File: config.mk
export PLATFORM = sky130hd
export DESIGN_NAME = cover_toggle_sched
export DESIGN_NICKNAME = d
export VERILOG_FILES = /design/src/rtl/cover_pkg.sv /design/src/rtl/cover_prio_enc.sv /design/src/rtl/cover_toggle_sched.sv
export SDC_FILE = /design/constraint.sdc
export NUM_CORES = 1
export LEC_CHECK = 0
export CORE_ASPECT_RATIO = 0.6
export CORE_MARGIN = 2
export CORE_UTILIZATION = 57
export CTS_BUF_LIST = sky130_fd_sc_hd__clkbuf_4 sky130_fd_sc_hd__clkbuf_8
export DETAILED_ROUTE_END_ITERATION = 16
export GPL_ROUTABILITY_DRIVEN = 0
export GPL_TIMING_DRIVEN = 1
export MAX_ROUTING_LAYER = met4
export PLACE_DENSITY = 0.95
export SYNTH_ARGS = -nofsm -noshare
export SYNTH_HDL_FRONTEND = slang
export SYNTH_SLANG_ARGS = --single-unit
File: constraint.sdc
create_clock -name clock -period 17.7 [get_ports clock]
set_clock_uncertainty 0.15 [all_clocks]
set_input_delay 5.31 -clock clock [delete_from_list [all_inputs] [get_ports clock]]
set_output_delay 5.31 -clock clock [all_outputs]
set_load 0.05 [all_outputs]
File: src/rtl/cover_pkg.sv
// Shared types for the toggle-coverage scheduler: index type and FSM states.
package cover_pkg;

  localparam int unsigned COVER_IDX_W = 64;

  typedef logic [COVER_IDX_W-1:0] cover_index_t;

  typedef enum logic [0:0] {RUN, CLEAR} sched_state_t;

endpackage

File: src/rtl/cover_prio_enc.sv
// Combinational lowest-set-bit priority encoder with a found flag.
module cover_prio_enc #(
  parameter int unsigned WIDTH = 39,
  localparam int unsigned IDX_W = (WIDTH > 1) ? $clog2(WIDTH) : 1
) (
  input  logic [WIDTH-1:0] vec,
  output logic [IDX_W-1:0] idx,
  output logic             found
);

  always_comb begin
    idx   = '0;
    found = |vec;
    // Scan downwards so the lowest set bit is the last one written.
    for (int i = WIDTH - 1; i >= 0; i--) begin
      if (vec[i]) idx = IDX_W'(i);
    end
  end

endmodule

File: src/rtl/cover_toggle_sched.sv
// Records first-time toggle hits and reports each covered point exactly once,
// one index per handshake, lowest bit first.
module cover_toggle_sched
  import cover_pkg::*;
#(
  parameter int unsigned WIDTH       = 39,
  parameter int unsigned COVER_INDEX = 0,
  parameter int unsigned COVER_TOTAL = 8065
) (
  input  logic                         clock,
  input  logic                         reset,
  input  logic [WIDTH-1:0]             valid,
  input  logic                         enable,
  input  logic                         clear_req,
  output logic                         clear_done,
  output logic                         out_valid,
  input  logic                         out_ready,
  output logic [63:0]                  out_index,
  output logic [$clog2(WIDTH+1)-1:0]   covered_count,
  output logic                         all_covered
);

  localparam int unsigned IDX_W = (WIDTH > 1) ? $clog2(WIDTH) : 1;
  localparam int unsigned CNT_W = $clog2(WIDTH + 1);

  sched_state_t     state_q;
  logic [WIDTH-1:0] covered_q, pending_q, pending_d, new_hits;
  logic             out_valid_q, clear_done_q;
  cover_index_t     out_index_q;
  logic [CNT_W-1:0] count_q, hit_cnt;
  logic [IDX_W-1:0] low_idx;
  logic             low_found, load, clear_fin;

  cover_prio_enc #(
    .WIDTH(WIDTH)
  ) u_prio_enc (
    .vec  (pending_q),
    .idx  (low_idx),
    .found(low_found)
  );

  always_comb begin
    new_hits = '0;
    if (state_q == RUN && enable) new_hits = valid & ~covered_q;
    hit_cnt = '0;
    for (int i = 0; i < WIDTH; i++) hit_cnt = hit_cnt + CNT_W'(new_hits[i]);
    load      = !out_valid_q || out_ready;
    // The drained bit comes from the old pending mask; it is already covered,
    // so it can never collide with this cycle's new hits.
    pending_d = pending_q | new_hits;
    if (load && low_found) pending_d[low_idx] = 1'b0;
    clear_fin = (state_q == CLEAR) && (pending_q == '0) && load;
  end

  always_ff @(posedge clock) begin
    if (!reset) begin
      state_q      <= RUN;
      covered_q    <= '0;
      pending_q    <= '0;
      out_valid_q  <= 1'b0;
      out_index_q  <= '0;
      count_q      <= '0;
      clear_done_q <= 1'b0;
    end else begin
      clear_done_q <= clear_fin;
      pending_q    <= pending_d;
      if (load) begin
        out_valid_q <= low_found;
        if (low_found) out_index_q <= cover_index_t'(COVER_INDEX) + cover_index_t'(low_idx);
      end
      if (clear_fin) begin
        covered_q <= '0;
        count_q   <= '0;
        state_q   <= RUN;
      end else begin
        covered_q <= covered_q | new_hits;
        count_q   <= count_q + hit_cnt;
        if (state_q == RUN && clear_req) state_q <= CLEAR;
      end
    end
  end

  assign out_valid     = out_valid_q;
  assign out_index     = out_index_q;
  assign covered_count = count_q;
  assign clear_done    = clear_done_q;
  assign all_covered   = (count_q == CNT_W'(WIDTH));

  always_ff @(posedge clock) begin
    if (reset) begin
      assert (COVER_INDEX + WIDTH <= COVER_TOTAL)
        else $error("COVER_INDEX + WIDTH exceeds COVER_TOTAL");
      if (out_valid_q) begin
        assert (out_index_q < cover_index_t'(COVER_TOTAL))
          else $error("out_index out of range");
      end
      assert ((pending_q & ~covered_q) == '0)
        else $error("pending bit not covered");
    end
  end

endmodule

==> flow_summary_export.csv <==
group,metric,value,unit
floorplanning,die_area,10300,sq um
timing,fmax,87.0,MHz
clock_network,clockBufferDepth,2,
worst_setup_path,ff2ff_path_depth,23,
clock_network,cts_made_buffers,9,
timing,setup_viol,0,
synth,syn_area_per_cell,8.61,sq um
pwr,total_leakage_power,2.59,nW
floorplanning,ios,117,
final_layout,regArea,1860,sq um
final_layout,multi_input_area,3010,sq um
global_routing,grt_pass1_vias,4470,
clock_network,clock-sinks,93,
timing,worstMarginPinSlew,1.12,ns
synth,ys_ff_latch,93,
timing,fin_setup_tns,0,ns
hold_path,hp-start,"out_index[2]",
final_layout,final_util,0.654,
final_layout,layout-drive-gt1-share,0.0458,
worst_setup_path,ff2ff_setup_slack,11.22,ns
worst_setup_path,worstPathArrival,11.58,ns
timing,period_minus_slack,11.49,ns
final_layout,synthToLayoutAreaGrowth,11.7,%
synth,syn_inst,625,
global_routing,antenna_found_initial,0,
timing,hold_viol,0,
global_routing,grt.overflow.total,0,
routing,post_drt_via_cell_ratio,5.81,
synth,yosys.cell_types.count,53,
routing,dr.pass1.iters,8,
worst_setup_path,cp-end-kind,"register",
placed_design,dpl.hpwl,10500,microns
clock_network,ctsHtreeMaxLevel,3,
clock_network,post-cts-setup-buffer-count,0,
routing,drc,0,
worst_setup_path,timing.rr.end,"covered_count[4]",
synth,synth_edf_count,0,
synth,yosys_most_used_dff,"dfxtp_1",
floorplanning,core,9190,sq um
synth,synthArstFlopShare,0,
routing,vias,4687,
floorplanning,fp.dieH,79.3,microns
routing,drt-wirelength-per-cell,17.2,microns
floorplanning,initial_utilization,0.586,
hold_path,hold_class,"reg -> reg",
clock_network,cts_tree,"done",
pwr,powerDensity,146,nW/um^2
final_layout,final_cell_mix,"nor2_1 (93), dfxtp_1 (93), a21oi_1 (70), conb_1 (58), clkdlybuf4s50_1 (58)",
worst_setup_path,crit_path_start_kind,"input port",
floorplanning,fp.dieW,129,microns
synth,seq_area_frac_synth,0.346,
routing,drt_wl_total,13900,microns
clock_network,worst_skew_pair.late_latency,0.38,ns
outcome,status,"completed",
clock_network,cts-root-buf,"clkbuf_8",
final_layout,diodes,0,
timing,slew_violations,0,
timing,fin_crit_sh,0.649,
global_routing,grt_max_degree,79,
clock_network,cts.clk_slew.worst_paths,0.09,ns
clock_network,cts_resized,0,
synth,yosysWarningCount,0,
global_routing,grt_pass1_wl,22000,microns
timing,slew_headroom,0.252,
placed_design,io_buffers,58,
worst_setup_path,crit_type,"in -> reg",
job,cap_viol_max_count,0,
timing,rsz0062_at_grt,"no",
floorplanning,rows,27,
hold_path,whs_path_depth,2,
global_routing,grt_use_total,0.287,
pwr,ir_drop,0.000113,V
routing,ant_nets,0,
worst_setup_path,r2r_start,"state_q",
synth,synth_area,5380,sq um
final_layout,n_fill_cell,720,
worst_setup_path,critPathMaxFanout,78,
worst_setup_path,required,17.79,ns
final_layout,nNetsFinal,765,
routing,drt_iter0_drc,621,
clock_network,hold_buffers,0,
hold_path,min_to,"out_index[2]",
-- cell usage after synthesis (3+ instances only) --
cell / n / area (sq um)
buf_4: 63 / 473
nor3_1: 7 / 35.0
nand3b_1: 13 / 97.6
a31oi_1: 17 / 106
nor2_1: 93 / 349
o21ai_0: 32 / 160
and2_1: 3 / 18.8
nor2b_1: 6 / 37.5
fa_1: 32 / 641
dfxtp_1: 93 / 1860
a221oi_1: 4 / 35.0
a21oi_1: 70 / 350
nor4_1: 8 / 50.1
ha_1: 17 / 213
xor2_1: 4 / 35.0
nand2_1: 37 / 139
clkbuf_1: 14 / 52.6
inv_1: 48 / 180
a221oi_2: 5 / 75.1
nand2b_1: 3 / 18.8
and3_1: 4 / 25.0
a21o_1: 9 / 67.6
nand3_1: 4 / 20.0
xnor2_1: 3 / 26.3
-- routing by layer --
layer  GRT usage  up-vias  part of all wire
met5           -        -                 0
met1       0.376     2185              0.40
met3       0.108       48              0.14
met4      0.0839        0             0.021
li1            -     2098                 -
met2       0.415      356              0.44
-- worst max-delay path by stage --
stage / start / end / slack (ns) / cells after the start
3_5_place_dp: enable / covered_count[4] / 5.86 / 24
4_1_cts: enable / covered_count[4] / 6.25 / 24
6_report: enable / covered_count[4] / 6.21 / 24
3_3_place_gp: enable / covered_count[5] / 6.12 / 18
2_1_floorplan: enable / covered_count[4] / 6.90 / 24
5_1_grt: enable / covered_count[4] / 5.87 / 24
-- registers in the layout, indices dropped and copies added, names as in the netlist --
register       flops
covered_q         39
pending_q         39
covered_count      6
out_index          6
clear_done         1
out_valid          1
state_q            1
-- where the power goes --
group	switching [mW]	internal (mW)	leakage, nW	total [mW]
Clock	0.0782	0.0730	0.102	0.151
Sequential	0.0205	0.232	0.765	0.253
Combinational	0.295	0.181	1.72	0.476
Total	0.393	0.487	2.59	0.880
-- worst max-delay path, stage by stage --
cell and delay (ns):
clkdlybuf4s50_1 0.46, nor2b_4 0.12, buf_4 0.56, nand2_1 0.13, nor2_1 0.23, fa_1 0.48
fa_1 0.51, inv_1 0.05, fa_1 0.48, inv_1 0.06, fa_1 0.46, fa_1 0.51
inv_1 0.05, fa_1 0.47, fa_1 0.49, inv_1 0.05, ha_1 0.20, inv_1 0.10
fa_1 0.22, inv_1 0.05, a21o_1 0.17, a21oi_1 0.18, xor2_1 0.16, nor2_1 0.05
-- final cells by class --
type                       instances  area share
inverter                          48      0.0300
timing repair buffer              59      0.0978
multi-input combinational        461       0.501
sequential                        93       0.310
clock inverter                     5     0.00978
tap                              130      0.0270
clock buffer                      11      0.0252
-- cells by family after synthesis --
logic type      Yosys count  share of synthesized area
buf+inv                 128                      0.136
fa+ha+maj                49                      0.158
xor+xnor                  7                     0.0114
other cells               1                   0.000697
flops                    93                      0.346
simple gates            192                      0.171
compound gates          155                      0.177
-- metrics by stage --
stage,instances,instance area (sq um),hold WS [ns],power (mW),setup WS (ns)
2_1_floorplan,682,5600,0.278,0.614,6.90
3_3_place_gp,791,5800,0.289,0.683,6.12
3_5_place_dp,791,5800,0.302,0.720,5.86
4_1_cts,807,6010,0.318,0.875,6.25
5_1_grt,807,6010,0.330,0.941,5.87
6_report,807,6010,0.315,0.880,6.21
Note: power is estimated with default switching activity, not from simulation.
